--- src/rtl/fifo8x16.sv ---
// fifo8x16: 8-entry x 16-bit first-word-fall-through FIFO with valid/ready on both sides
module DMux8Way (
    input  logic       in,
    input  logic [2:0] sel,
    output logic       a,
    output logic       b,
    output logic       c,
    output logic       d,
    output logic       e,
    output logic       f,
    output logic       g,
    output logic       h
);
    assign {h, g, f, e, d, c, b, a} = 8'(in) << sel;
endmodule

module Mux8Way16 (
    input  logic [15:0] a,
    input  logic [15:0] b,
    input  logic [15:0] c,
    input  logic [15:0] d,
    input  logic [15:0] e,
    input  logic [15:0] f,
    input  logic [15:0] g,
    input  logic [15:0] h,
    input  logic [2:0]  sel,
    output logic [15:0] out
);
    assign out = sel[2] ? (sel[1] ? (sel[0] ? h : g) : (sel[0] ? f : e))
                        : (sel[1] ? (sel[0] ? d : c) : (sel[0] ? b : a));
endmodule

module fifo8x16 #(
    parameter int DEPTH       = 8,
    parameter int AFULL_LEVEL = 6
) (
    input  logic        clock,
    input  logic        reset_n,
    input  logic [15:0] in,
    input  logic        in_valid,
    output logic        in_ready,
    output logic [15:0] out,
    output logic        out_valid,
    input  logic        out_ready,
    output logic [3:0]  count,
    output logic        full,
    output logic        empty,
    output logic        almost_full
);
    logic [15:0] mem [8];
    logic [2:0]  wr_ptr;
    logic [2:0]  rd_ptr;
    logic [7:0]  we;
    logic [15:0] head;
    logic        push;
    logic        pop;

    // A word offered in the reset cycle must not land in storage either.
    assign push        = in_valid && in_ready && reset_n;
    assign pop         = out_valid && out_ready;
    assign full        = count == 4'(DEPTH);
    assign empty       = count == 4'd0;
    assign almost_full = count >= 4'(AFULL_LEVEL);
    assign in_ready    = !full;
    assign out_valid   = !empty;
    assign out         = empty ? 16'h0000 : head;

    DMux8Way u_dmux (
        .in(push), .sel(wr_ptr),
        .a(we[0]), .b(we[1]), .c(we[2]), .d(we[3]),
        .e(we[4]), .f(we[5]), .g(we[6]), .h(we[7])
    );

    Mux8Way16 u_mux (
        .a(mem[0]), .b(mem[1]), .c(mem[2]), .d(mem[3]),
        .e(mem[4]), .f(mem[5]), .g(mem[6]), .h(mem[7]),
        .sel(rd_ptr), .out(head)
    );

    // Storage: only the entry strobed by the decoded write pointer loads.
    always_ff @(posedge clock) begin
        for (int k = 0; k < 8; k++)
            if (we[k]) mem[k] <= in;
    end

    // Pointers wrap naturally at 8; count moves only on an unbalanced push/pop.
    always_ff @(posedge clock) begin
        if (!reset_n) begin
            wr_ptr <= 3'd0;
            rd_ptr <= 3'd0;
            count  <= 4'd0;
        end else begin
            wr_ptr <= wr_ptr + 3'(push);
            rd_ptr <= rd_ptr + 3'(pop);
            count  <= count + 4'(push) - 4'(pop);
        end
    end
endmodule

--- config.mk ---
export PLATFORM = sky130hd
export DESIGN_NAME = fifo8x16
export DESIGN_NICKNAME = d
export VERILOG_FILES = /design/src/rtl/fifo8x16.sv
export SDC_FILE = /design/constraint.sdc
export NUM_CORES = 1
export LEC_CHECK = 0
export ABC_AREA = 1
export BUFFER_PORTS_ARGS = -buffer_cell sky130_fd_sc_hd__buf_2
export CORE_ASPECT_RATIO = 1.4
export CORE_UTILIZATION = 55
export DETAILED_ROUTE_END_ITERATION = 10
export HOLD_SLACK_MARGIN = 0.02
export PLACE_DENSITY = 0.85
export SYNTH_ARGS = -nofsm -noshare
export SYNTH_HDL_FRONTEND = slang
export SYNTH_SLANG_ARGS = --single-unit
--- constraint.sdc ---
create_clock -name clock -period 5.2 [get_ports clock]
set_clock_uncertainty 0.2 [all_clocks]
set_input_delay 0.52 -clock clock [delete_from_list [all_inputs] [get_ports clock]]
set_output_delay 0.52 -clock clock [all_outputs]
set_load 0.005 [all_outputs]
==> out/results.tsv <==
stage	metric	value	unit
placement	IO buf count	44	
synth	Yosys warning count	0	
detailed_routing	Routed wire per std cell	15.8	microns
sta	RSZ-0062 raised after global routing	false	
sta	worst slew pin tran	1100	ps
setup_path	Worst setup EP type	output port	
finish	Final Non-Filler Cells	828	
synth	syn avg cell area	9.90	sq um
cts	Worst-path clk slew	50	ps
power	maximum VDD drop	0.445	mV
detailed_routing	antenna-violating nets left	0	
detailed_routing	final WL	13.1	mm
global_route	pin count of the biggest net entering global routing	66	
cts	CTS Buf Count	17	
setup_path	Critical Path RT	4480	ps
sta	final setup fails	0	
power	LEAKAGE	3.34	nW
sta	relative slew slack	0.265	
die	Die Width	92.1	microns
finish	most common cell after layout, fill and taps aside	nand2_1	
die	Rows	45	
setup_path	Max FO, Critical Path	64	
flow_run	MaxCap Viol Count	0	
synth	largest area contributor in the netlist	edfxtp_1	
setup_path	R2R setup slack	2400	ps
cts	Clock Sinks	138	
hold_path	worst hold endpoint	count[0]$_SDFF_PN0_	
sta	post-route setup TNS	0	ps
finish	fraction of layout cells with a size suffix above 1	0.124	
power	Power per Cell Area	469	nW/um^2
sta	Max Clock Freq	0.340	GHz
synth	Mapped Nets	667	
sta	period utilization	0.566	
synth	Yosys reg bits	138	
setup_path	terminus of the critical flop-to-flop path	count[2]$_SDFF_PN0_	
sta	Final min period	2940	ps
finish	Layout area overhead	13.5	%
hold_path	worst hold stages	3	
cts	Skew-Pair Late Insertion Delay	410	ps
sta	Pins Over Slew Limit	0	
synth	Syn Inst Count	631	
setup_path	critical path class	register to output port	
synth	Synth area leaders	edfxtp_1, nand2_1, inv_1	
detailed_routing	drt pass-1 iters	5	
synth	sequential fraction of the synthesis area	0.647	
sta	Fin. Hold Viols	0	
finish	Final Net Count	711	
hold_path	hold wc startpoint	reset_n	
global_route	initial antenna violation count	0	
setup_path	Worst Reg-to-Reg Cells	12	
global_route	vias in the first global route	4357	
die	Die Y-Extent	128	microns
placement	DP Cell Count	797	
cts	Post CTS Setup Buffer Count	0	
detailed_routing	DRC viols	0	
cts	H-tree depth	4	
detailed_routing	routed via count	4251	
setup_path	crit path DAT	2220	ps
die	core area	11000	sq um
setup_path	CP Launch Type	register	
outcome	outcome	complete, no violations	
finish	most frequent cells in the layout	nand2_1, inv_1, edfxtp_1, nand3_1, buf_2	
setup_path	FF-to-FF Start	count[3]$_SDFF_PN0_	
detailed_routing	Iter 0 DRT Violations	468	
cts	hold buffer count at CTS	0	
hold_path	Hold Path Class	input pin to register	
placement	routability congestion estimate from global placement	0.759	
global_route	gr usage total	0.240	
detailed_routing	via/cell ratio	5.13	
synth	Yosys top cell area share	0.615	
global_route	total gr overflow	0	
cts	Root Buffer	clkbuf_16	
finish	Finished Core Util	0.646	
cts	Resize count post-CTS	0	
die	initial core utilization	0.569	
placement	hpwl dp	7.49	mm
finish	ant diodes	0	
die	die area	11800	sq um
synth	post-synth cell types	18	
global_route	first-pass GRT wire length	21.0	mm
synth	mapped cell area	6250	sq um
die	number of top-level pins	45	
cts	CTS tree	yes	
finish	Fillers	806	
cts	CTS Buffer Depth	2	
layout make-up:
| class | instances | area (sq um) | share of cell area |
|---|---|---|---|
| Sequential cell | 138 | 4050 | 0.570 |
| Multi-Input combinational cell | 317 | 1500 | 0.211 |
| Inverter | 151 | 567 | 0.0799 |
| Clock buffer | 21 | 440 | 0.0621 |
| Timing Repair Buffer | 50 | 265 | 0.0374 |
| Tap cell | 141 | 176 | 0.0249 |
| Clock inverter | 10 | 103 | 0.0145 |
cell usage after synthesis, drive strengths merged:
master / instances
nand2: 167
nand3: 85
edfxtp: 128
fa: 1
ha: 15
buf: 25
nor2: 41
xor2: 1
a21oi: 2
inv: 151
dfxtp: 10
nor3: 4
xnor2: 1
cells by family (layout without fill, tap and decap cells):
group                      Yosys count  after routing  share of synthesized area
AOI/OAI and AO/OA                    2              2                    0.00160
xor gates and xnor gates             2              2                    0.00280
adders and majority gates           16             16                     0.0332
buffers and inverters              176            232                      0.118
DFF                                138            138                      0.647
and+or+nand+nor                    297            297                      0.197
through the flow:
step	power (mW)	worst slack, ps	hold slack (ps)	instance area (sq um)
finish	3.33	2260	161	7100
global route	3.49	2070	165	7100
CTS	3.34	2230	144	7100
detailed placement	2.23	2410	350	6550
global placement	2.19	2560	337	6550
floorplan	1.96	2360	330	6250
state kept, by name (all words and copies together), names as in the netlist:
| register | cells |
|---|---|
| count | 4 |
| mem | 128 |
| rd_ptr | 3 |
| wr_ptr | 3 |
critical path: stages, from the launching register on:
cell	delay [ps]
dfxtp_2	320
inv_2	750
nand2_1	170
nand3_1	140
nand3_1	80
nand2_1	70
nor2_1	90
buf_2	130
how the worst max path moves through the flow:
stage,from,slack (ps),endpoint
floorplan,count[2]$_SDFF_PN0_,2360,mem[0][0]$_DFFE_PP_
global placement,count[2]$_SDFF_PN0_,2560,count[2]$_SDFF_PN0_
detailed placement,count[3]$_SDFF_PN0_,2410,count[2]$_SDFF_PN0_
CTS,rd_ptr[0]$_SDFF_PN0_,2230,out[2]
global route,rd_ptr[0]$_SDFF_PN0_,2070,out[2]
finish,rd_ptr[0]$_SDFF_PN0_,2260,out[5]
per-layer routing:
metal / GRT usage / up-vias / part of all wire
met4: 0.129 / 0 / 0.023
met1: 0.273 / 1985 / 0.38
li1: - / 2051 / -
met5: 0 / - / 0
met2: 0.416 / 184 / 0.53
met3: 0.0581 / 31 / 0.065
power by group:
| group | internal (mW) | switching (mW) | total (mW) |
|---|---|---|---|
| sequential | 1.26 | 0.0252 | 1.29 |
| combinational | 0.322 | 0.605 | 0.926 |
| clock | 0.695 | 0.420 | 1.11 |
No activity file was read; power rests on OpenSTA's default activity.
